`src/rtl/topk_pkg.sv`:
```
// Shared types and limits for the top-K arg-max/arg-min ranker.
package topk_pkg;

  // Run-control states.
  typedef enum logic [1:0] {
    ST_IDLE = 2'd0,
    ST_RUN  = 2'd1,
    ST_DONE = 2'd2
  } state_e;

  // Legal range for the number of ranked slots.
  localparam int unsigned K_MIN = 1;
  localparam int unsigned K_MAX = 4;

  // Width of the filled-slot count; must hold 0..K_MAX.
  localparam int unsigned CNT_W = $clog2(K_MAX + 1);

endpackage

```
`src/rtl/topk_argmax_if.sv`:
```
// Streaming input, run control and ranked-result bus of the top-K ranker.
interface topk_argmax_if #(
  parameter int unsigned DATA_W = 32,
  parameter int unsigned IDX_W  = 8,
  parameter int unsigned K      = 3
);

  logic                        start;
  logic [IDX_W-1:0]            len;
  logic                        mode;
  logic                        in_valid;
  logic                        in_ready;
  logic [DATA_W-1:0]           in_data;
  logic                        busy;
  logic                        done;
  logic [K*IDX_W-1:0]          out_idx;
  logic [K*DATA_W-1:0]         out_val;
  logic [topk_pkg::CNT_W-1:0]  out_count;

  // Producer / consumer of the element stream and results.
  modport master (
    output start, len, mode, in_valid, in_data,
    input  in_ready, busy, done, out_idx, out_val, out_count
  );

  // The ranker itself.
  modport slave (
    input  start, len, mode, in_valid, in_data,
    output in_ready, busy, done, out_idx, out_val, out_count
  );

endinterface

```
`src/rtl/topk_cmp.sv`:
```
// Strict "a is better than b" compare: a > b when mode is 0, a < b when
// mode is 1, under two's-complement or unsigned rules.
module topk_cmp #(
  parameter int unsigned DATA_W = 32,
  parameter bit          SIGNED = 1'b1
) (
  input  logic [DATA_W-1:0] a,
  input  logic [DATA_W-1:0] b,
  input  logic              mode,
  output logic              better
);

  logic gt;
  logic lt;

  if (SIGNED) begin : g_signed
    assign gt = $signed(a) > $signed(b);
    assign lt = $signed(a) < $signed(b);
  end else begin : g_unsigned
    assign gt = a > b;
    assign lt = a < b;
  end

  // Select the ordering; equality is never "better" so ties keep order.
  always_comb begin
    better = mode ? lt : gt;
  end

endmodule

```
`src/rtl/topk_argmax.sv`:
```
// Streaming top-K ranker: accepts len elements, keeps the K best (largest or
// smallest) values with their stream indices, and pulses done at run end.
module topk_argmax
  import topk_pkg::*;
#(
  parameter int unsigned DATA_W = 32,
  parameter int unsigned IDX_W  = 8,
  parameter int unsigned K      = 3,
  parameter bit          SIGNED = 1'b1
) (
  input  logic          clk,
  input  logic          rst,
  topk_argmax_if.slave  bus
);

  if (K < K_MIN || K > K_MAX) begin : g_bad_k
    $error("topk_argmax: K out of range");
  end

  localparam logic [IDX_W-1:0] IDX_ONE  = IDX_W'(1);
  localparam logic [CNT_W-1:0] K_CNT    = CNT_W'(K);
  localparam logic [CNT_W-1:0] FILL_ONE = CNT_W'(1);

  state_e             state_q, state_d;
  logic [IDX_W-1:0]   cnt_q, cnt_d;
  logic [IDX_W-1:0]   len_q, len_d;
  logic               mode_q, mode_d;
  logic [CNT_W-1:0]   fill_q, fill_d;

  logic [DATA_W-1:0]  val_q [K];
  logic [DATA_W-1:0]  val_d [K];
  logic [IDX_W-1:0]   idx_q [K];
  logic [IDX_W-1:0]   idx_d [K];
  logic [K-1:0]       vld_q, vld_d;

  // Per-slot candidate: the new beat at the insertion point, the entry
  // from the slot above for every slot below it.
  logic [DATA_W-1:0]  cand_val [K];
  logic [IDX_W-1:0]   cand_idx [K];
  logic [K-1:0]       cand_vld;
  logic [K-1:0]       better;
  logic [K-1:0]       ins;
  logic               accept;

  assign accept = (state_q == ST_RUN) && bus.in_valid;

  // List is sorted and filled from slot 0, so ins is 0..0 1..1; the first
  // set bit is the insertion point, later set bits shift down by one.
  assign ins = ~vld_q | better;

  for (genvar g = 0; g < K; g++) begin : g_slot
    topk_cmp #(
      .DATA_W (DATA_W),
      .SIGNED (SIGNED)
    ) u_cmp (
      .a      (bus.in_data),
      .b      (val_q[g]),
      .mode   (mode_q),
      .better (better[g])
    );

    if (g == 0) begin : g_head
      assign cand_val[g] = bus.in_data;
      assign cand_idx[g] = cnt_q;
      assign cand_vld[g] = 1'b1;
    end else begin : g_tail
      assign cand_val[g] = ins[g-1] ? val_q[g-1] : bus.in_data;
      assign cand_idx[g] = ins[g-1] ? idx_q[g-1] : cnt_q;
      assign cand_vld[g] = ins[g-1] ? vld_q[g-1] : 1'b1;
    end

    assign bus.out_idx[g*IDX_W +: IDX_W]   = idx_q[g];
    assign bus.out_val[g*DATA_W +: DATA_W] = val_q[g];
  end

  assign bus.in_ready  = (state_q == ST_RUN);
  assign bus.busy      = (state_q == ST_RUN);
  assign bus.done      = (state_q == ST_DONE);
  assign bus.out_count = fill_q;

  // Next state, run bookkeeping and ranked-list insertion.
  always_comb begin
    state_d = state_q;
    cnt_d   = cnt_q;
    len_d   = len_q;
    mode_d  = mode_q;
    fill_d  = fill_q;
    val_d   = val_q;
    idx_d   = idx_q;
    vld_d   = vld_q;

    if (bus.start) begin
      // Start wins in every state: a beat offered in this cycle is dropped.
      len_d   = bus.len;
      mode_d  = bus.mode;
      cnt_d   = '0;
      fill_d  = '0;
      vld_d   = '0;
      for (int unsigned i = 0; i < K; i++) begin
        val_d[i] = '0;
        idx_d[i] = '0;
      end
      state_d = (bus.len == '0) ? ST_DONE : ST_RUN;
    end else begin
      case (state_q)
        ST_RUN: begin
          if (accept) begin
            for (int unsigned i = 0; i < K; i++) begin
              if (ins[i]) begin
                val_d[i] = cand_val[i];
                idx_d[i] = cand_idx[i];
                vld_d[i] = cand_vld[i];
              end
            end
            cnt_d = cnt_q + IDX_ONE;
            if (fill_q != K_CNT) begin
              fill_d = fill_q + FILL_ONE;
            end
            if (cnt_q == len_q - IDX_ONE) begin
              state_d = ST_DONE;
            end
          end
        end
        ST_DONE: state_d = ST_IDLE;
        default: state_d = state_q;
      endcase
    end
  end

  // State and ranked-list registers with asynchronous clear.
  always_ff @(posedge clk or posedge rst) begin
    if (rst) begin
      state_q <= ST_IDLE;
      cnt_q   <= '0;
      len_q   <= '0;
      mode_q  <= 1'b0;
      fill_q  <= '0;
      vld_q   <= '0;
      for (int unsigned i = 0; i < K; i++) begin
        val_q[i] <= '0;
        idx_q[i] <= '0;
      end
    end else begin
      state_q <= state_d;
      cnt_q   <= cnt_d;
      len_q   <= len_d;
      mode_q  <= mode_d;
      fill_q  <= fill_d;
      vld_q   <= vld_d;
      for (int unsigned i = 0; i < K; i++) begin
        val_q[i] <= val_d[i];
        idx_q[i] <= idx_d[i];
      end
    end
  end

endmodule

```
`src/flat_wrapper.sv`:
```
// flat-port wrapper written by rule: the top's interface ports become plain ports
module topk_argmax_flat import topk_pkg::*;
#(
  parameter int unsigned DATA_W = 32,
  parameter int unsigned IDX_W  = 8,
  parameter int unsigned K      = 3,
  parameter bit          SIGNED = 1'b1
)
  (clk, rst, bus_start, bus_len, bus_mode, bus_in_valid, bus_in_data, bus_in_ready, bus_busy, bus_done, bus_out_idx, bus_out_val, bus_out_count);
  topk_argmax_if #(.DATA_W(DATA_W), .IDX_W(IDX_W), .K(K)) bus_i ();
  input  logic clk;
  input  logic rst;
  input wire logic [$bits(bus_i.start)-1:0] bus_start;
  input wire logic [$bits(bus_i.len)-1:0] bus_len;
  input wire logic [$bits(bus_i.mode)-1:0] bus_mode;
  input wire logic [$bits(bus_i.in_valid)-1:0] bus_in_valid;
  input wire logic [$bits(bus_i.in_data)-1:0] bus_in_data;
  output wire logic [$bits(bus_i.in_ready)-1:0] bus_in_ready;
  output wire logic [$bits(bus_i.busy)-1:0] bus_busy;
  output wire logic [$bits(bus_i.done)-1:0] bus_done;
  output wire logic [$bits(bus_i.out_idx)-1:0] bus_out_idx;
  output wire logic [$bits(bus_i.out_val)-1:0] bus_out_val;
  output wire logic [$bits(bus_i.out_count)-1:0] bus_out_count;
  assign bus_i.start = bus_start;
  assign bus_i.len = bus_len;
  assign bus_i.mode = bus_mode;
  assign bus_i.in_valid = bus_in_valid;
  assign bus_i.in_data = bus_in_data;
  assign bus_in_ready = bus_i.in_ready;
  assign bus_busy = bus_i.busy;
  assign bus_done = bus_i.done;
  assign bus_out_idx = bus_i.out_idx;
  assign bus_out_val = bus_i.out_val;
  assign bus_out_count = bus_i.out_count;
  topk_argmax #(.DATA_W(DATA_W), .IDX_W(IDX_W), .K(K), .SIGNED(SIGNED)) u_core (.clk(clk), .rst(rst), .bus(bus_i));
endmodule
```
`config.mk`:
```
export PLATFORM = sky130hd
export DESIGN_NAME = topk_argmax_flat
export DESIGN_NICKNAME = d
export VERILOG_FILES = /design/src/rtl/topk_pkg.sv /design/src/rtl/topk_argmax_if.sv /design/src/rtl/topk_cmp.sv /design/src/rtl/topk_argmax.sv /design/src/flat_wrapper.sv
export SDC_FILE = /design/constraint.sdc
export NUM_CORES = 1
export LEC_CHECK = 0
export CORE_MARGIN = 2
export CORE_UTILIZATION = 40
export DETAILED_ROUTE_END_ITERATION = 10
export DONT_BUFFER_PORTS = 1
export SETUP_SLACK_MARGIN = 0.15
export SLEW_MARGIN = 20
export SYNTH_ARGS = -nofsm -noshare
export SYNTH_HDL_FRONTEND = slang
export SYNTH_HIERARCHICAL = 1
export SYNTH_SLANG_ARGS = --single-unit
```
`constraint.sdc`:
```
create_clock -name clk -period 5.1 [get_ports clk]
set_input_delay 1.02 -clock clk [delete_from_list [all_inputs] [get_ports clk]]
set_output_delay 1.02 -clock clk [all_outputs]
set_load 0.01 [all_outputs]
```
=== After elaboration in Yosys (flattened, before gate mapping) ===
Index checks and enable logic that the tools add are counted.

* Register bits after elaboration: 145
* Input bits: 45
* Output and inout port bits: 126

* Add/sub/neg operators: 3
* Order comparisons: 6
* Eq/ne operators: 6
* Muxes and demuxes: 39
* Bitwise logic cells: 2
* Reduce and logical (&&, ||, !) cells: 15

{| class="wikitable"
|+ Operators with widths
! kind !! number
|-
| 96-bit two-way mux || 3
|-
| 32-bit two-way mux || 5
|-
| 32-bit greater-than comparator || 3
|-
| 32-bit less-than comparator || 3
|-
| 24-bit two-way mux || 3
|-
| 8-bit two-way mux || 8
|-
| 3-bit two-way mux || 7
|-
| 3-bit AND reduction || 5
|-
| 2-bit nonzero test || 6
|-
| 3-bit by 2-bit != test with 1-bit output (second input constant) || 3
|-
| 8-bit by 1-bit adder with 8-bit output (second input constant) || 1
|-
| 8-bit equality test || 1
|-
| 8-bit zero test || 1
|-
| 1-bit two-way mux || 8
|-
| 2-bit two-way mux || 4
|-
| 8-bit by 1-bit subtractor with 8-bit output (second input constant) || 1
|-
| 2-bit case mux with 2 select lines || 1
|-
| 3-bit by 1-bit adder with 3-bit output (second input constant) || 1
|-
| 3-bit NOT || 1
|-
| 3-bit bitwise OR || 1
|-
| 3-bit nonzero test || 1
|-
| 2-bit by 1-bit equality test with 1-bit output (second input constant) || 1
|-
| 2-bit equality test (second input constant) || 1
|-
| 2-bit AND reduction || 1
|-
| 1-bit logical AND || 1
|}

=== Longest topological paths before layout ===
* Word-level depth: 8
* Depth in mapped cells: 14
* Depth with buffers taken out: 12

=== Cells and area by module ===
The synthesis kept the hierarchy.

{| class="wikitable"
|+ By module, submodules not included
! module !! instances !! cells an instance !! area an instance (um^2)
|-
| topk_argmax || 1 || 675 || 6937.9
|-
| topk_cmp || 3 || 116 || 829.5
|}

=== Least setup slack after synthesis ===
Ideal clock, no wire load.

* Path type: input port to flip-flop
* From: input port bus_in_data[14]
* To: register u_core.val_q (netlist bit u_core/bus.out_val[12])
* Library setup time: 135 ps
* Data arrival time: 3352 ps
* Slack: 1613 ps
* Stages on the path: 12
* Path buffers: 2
* Cells stage by stage: ha_1 -> a21oi_2 -> nand2_1 -> a221o_1 -> a211o_1 -> a21oi_2 -> mux2_1 -> nand2b_1 -> clkbuf_1 -> a21oi_2 -> clkbuf_1 -> o21ai_0

* Word-level cells in the longest chain between the ends: 5

{| class="wikitable"
|+ RTL lines
! what !! line !! RTL
|-
| start: declaration || flat_wrapper.sv:17 || <nowiki>input wire logic [$bits(bus_i.in_data)-1:0] bus_in_data;</nowiki>
|-
| 32-bit greater-than comparator or 32-bit less-than comparator (tied branches) || topk_cmp.sv:17, topk_cmp.sv:18 ||
|-
| 1-bit two-way mux (*) || topk_cmp.sv:26 || <nowiki>better = mode ? lt : gt;</nowiki>
|-
| via u_core.better[0] || topk_argmax.sv:41 || <nowiki>logic [K-1:0] better;</nowiki>
|-
| 3-bit bitwise OR (*) || topk_argmax.sv:49 || <nowiki>assign ins = ~vld_q | better;</nowiki>
|-
| 2-bit nonzero test (no line) (*) || n/a ||
|-
| 3-bit AND reduction (no line) (*) || n/a ||
|-
| end signal: indexed assignment || topk_argmax.sv:151 || <nowiki>val_q[i] <= val_d[i];</nowiki>
|-
| end: declaration || topk_argmax.sv:30 || <nowiki>logic [DATA_W-1:0] val_q [K];</nowiki>
|}

The timed path passes the listed nets; every way through them passes the cells marked *.
A chain may end at the register's enable or synchronous reset.

=== Worst setup path in the final report ===
* From: input port bus_in_data[31]
* To: register u_core.val_q (netlist bit u_core/bus.out_val[53])

Same word-level chain as after synthesis.

==> summary.txt <==
Run status
  • Outcome: complete, no violations

Pwr
  • Worst VDD drop: 0.000194 V
  • LEAKAGE: 4.56 nW
  • PD cells: 336 nW/um2

Detailed routing
  • Total wire length: 24.9 mm
  • Drt drc: 0
  • Via count: 7133
  • Routed len/inst: 18.8 um
  • Drt first pass iters: 4
  • Antenna violation net count after detailed routing: 0
  • Vias per inst: 5.38
  • Number of DRC markers in iteration 0: 361

Job
  • Max-Cap Viols: 0

Timing
  • Final setup vio count: 0
  • Tmin final: 3.68 ns
  • Tightest Pin Transition: 0.874 ns
  • F_max: 272 MHz
  • Unrepaired setup endpoints after global routing: no
  • Post-route setup TNS: 0 ns
  • Slew Viols, Final: 0
  • Final worst slack: 1.42 ns
  • Worst slew margin: 41.6%
  • Hold slack: 0.536 ns
  • Fin crit share: 72.1%
  • Final Hold Viols: 0
  • Fin Clk Skew: 0.00867 ns

Global route
  • Initial antenna violation count: 1
  • Number of global-route vias before repair: 7042
  • Largest net degree at the start of global routing: 151
  • Grt ovf: 0
  • First-pass GRT wire length: 39.1 mm
  • GR Util All Layers: 20.3%

Place
  • DP HPWL: 17.6 mm
  • Port Buffers: 0
  • Placer Congestion: 0.781
  • Inst Count DP: 1295
  • Placed cell area: 9690 um2
  • Pre-CTS setup slack: 0.909 ns

Clocking
  • H-tree levels: 4
  • CTS Hold Buffers Added: 0
  • Clk Latency, worst-skew pair: 0.43 ns
  • Total clock sinks: 145
  • Clock Path Buffers: 2
  • Post-CTS resize count: 0
  • Clock transition at path regs: 0.06 ns
  • CTS tree: done
  • TritonCTS buffer count: 17
  • Root buf cell: clkbuf_16
  • Post-CTS Setup Bufs: 0

Logic synthesis
  • Ys async rst share: 100%
  • Number of synthesized flops with an enable pin: 0
  • Synthesized Nets: 1168
  • Synth Flop Type: dfrtp_1
  • Synthesis-stage register bit count: 145
  • Mapped Cells: 1023
  • Synth Cell Area: 9430 um2
  • Sequential share of the synthesized area: 38.5%
  • Mapped Avg Cell Area: 9.21 um2
  • Post-synth cell types: 50
  • YS warnings: 6

Floorplanning
  • Die height: 158 um
  • Die Wd: 158 um
  • # IOs: 171
  • Total die area: 24800 um2
  • CORE AREA: 23300 um2
  • Std-Cell Rows: 56
  • Initial core utilization: 40.4%

Critical path
  • CP peak stage delay: 0.65 ns
  • Slowest CP cell: nor2_4
  • CP Data Required Time: 5.43 ns
  • Crit. End Element: register
  • Critical Path Start Type: input pin
  • Reg2reg path depth: 11
  • Crit path cell chain: ha_1 > nand4_1 > nor4_1 > a21oi_2 > mux2_1 > nor2b_4 > nor2_4 > buf_4 > nor2_1 > a211oi_1
  • WP data arrival: 4.01 ns
  • Setup CP Type: in -> reg
  • Crit Path Max Fanout: 38

Finish
  • # diodes: 0
  • Design area: 10300 um2
  • Share of layout cells above drive strength 1: 6.85%
  • Most frequent cells in the layout: 145 x dfrtp_1, 108 x inv_1, 100 x nor2_1, 100 x ha_1, 82 x mux2i_1
  • Final Instance Count excl. Fillers: 1327
  • Commonest non-fill, non-tap cell in the layout: dfrtp_1
  • Layout area overhead: 9.53%
  • Final-stage net count: 1140

Min path
  • Hold path cells: 1
  • Worst min path class: reg -> reg
critical path: cells and delay by family:
family	cells	cell delay (ns)
simple gates	5	1.57
buf+inv	1	0.41
fa+ha+maj	1	0.36
compound gates	2	0.35
mux	1	0.26
sequential cells by signal, summed over array words and instances (netlist names):
name / count
u_core/state_q: 2
u_core/bus.out_count: 3
u_core/bus.out_val: 96
u_core/vld_q: 3
u_core/mode_q: 1
u_core/bus.out_idx: 24
u_core/len_q: 8
u_core/cnt_q: 8
metal layers:
metal | GRT usage [%] | routed length (um) | vias to the layer above
met5 | 0 | 16 | -
met4 | 6.06 | 501 | 2
met3 | 5.81 | 1550 | 35
met2 | 32.1 | 11300 | 166
met1 | 26.9 | 11600 | 3405
li1 | - | - | 3525
area by class of cell:
cell class,instances,area [um2]
Fill cell,2265,13000
Clock buffer,19,453
Tap cell,319,399
Sequential cell,145,3630
Inverter,109,414
Clock inverter,13,184
Timing Repair Buffer,10,75.1
Multi-Input combinational cell,712,5170
synth_stat cells (all sizes together) (2+ instances only):
| master | instances | share of area (%) |
|---|---|---|
| dfrtp | 145 | 38 |
| inv | 109 | 4.3 |
| nor2 | 101 | 4.0 |
| ha | 100 | 13 |
| mux2i | 82 | 8.7 |
| a211oi | 81 | 6.5 |
| nand2 | 75 | 3.0 |
| o21ai | 60 | 3.2 |
| a21oi | 49 | 2.9 |
| nand2b | 42 | 2.8 |
| clkbuf | 33 | 1.3 |
| buf | 24 | 1.3 |
| nand4 | 23 | 1.6 |
| xnor2 | 11 | 1.0 |
| a21o | 10 | 0.80 |
| mux2 | 10 | 1.2 |
| nand3 | 9 | 0.48 |
| nor4 | 8 | 0.73 |
| nor3 | 6 | 0.32 |
| xor2 | 6 | 0.56 |
| o211ai | 4 | 0.32 |
| a211o | 3 | 0.28 |
| a221o | 3 | 0.32 |
| a221oi | 3 | 0.28 |
| a41oi | 3 | 0.28 |
| nor2b | 3 | 0.20 |
| nor3b | 3 | 0.24 |
| and2 | 2 | 0.13 |
| or3 | 2 | 0.13 |
through the flow:
stage	utilization [%]	power (mW)
6_report	44.3	3.47
5_1_grt	44.3	3.66
4_1_cts	44.3	3.50
3_5_place_dp	41.5	2.12
3_3_place_gp	41.5	2.10
2_1_floorplan	-	1.95
kinds of logic (layout without fill, tap and decap cells):
kind of cell | after synthesis | in the layout | share of synthesized area [%]
and+or+nand+nor | 281 | 281 | 14.3
AOI/OAI and AO/OA | 222 | 222 | 15.5
buffers and inverters | 166 | 151 | 6.97
DFF | 145 | 145 | 38.5
adders and majority gates | 100 | 100 | 13.3
muxes | 92 | 92 | 9.90
xor gates and xnor gates | 17 | 17 | 1.58
final timing paths:
kind / startpoint / endpoint / slack, ns
setup / recovery: bus_in_data[31] / u_core/bus.out_val[53] / 1.42
min in group asynchronous: rst / u_core/bus.out_idx[0] / 0.57
hold / removal: u_core/len_q[7] / u_core/len_q[7] / 0.54
max in group asynchronous: rst / u_core/bus.out_val[87] / 3.53
setup reg to reg: u_core/bus.out_val[63] / u_core/bus.out_val[53] / 1.45
hold reg to reg: u_core/len_q[7] / u_core/len_q[7] / 0.54
report_power, final:
part           leakage, nW  switching (mW)  internal, mW
combinational         2.35           0.379         0.285
clock                0.305           0.523         0.845
sequential            1.91           0.182          1.25
total                 4.56            1.08          2.38
No activity file was read; power rests on OpenSTA's default activity.
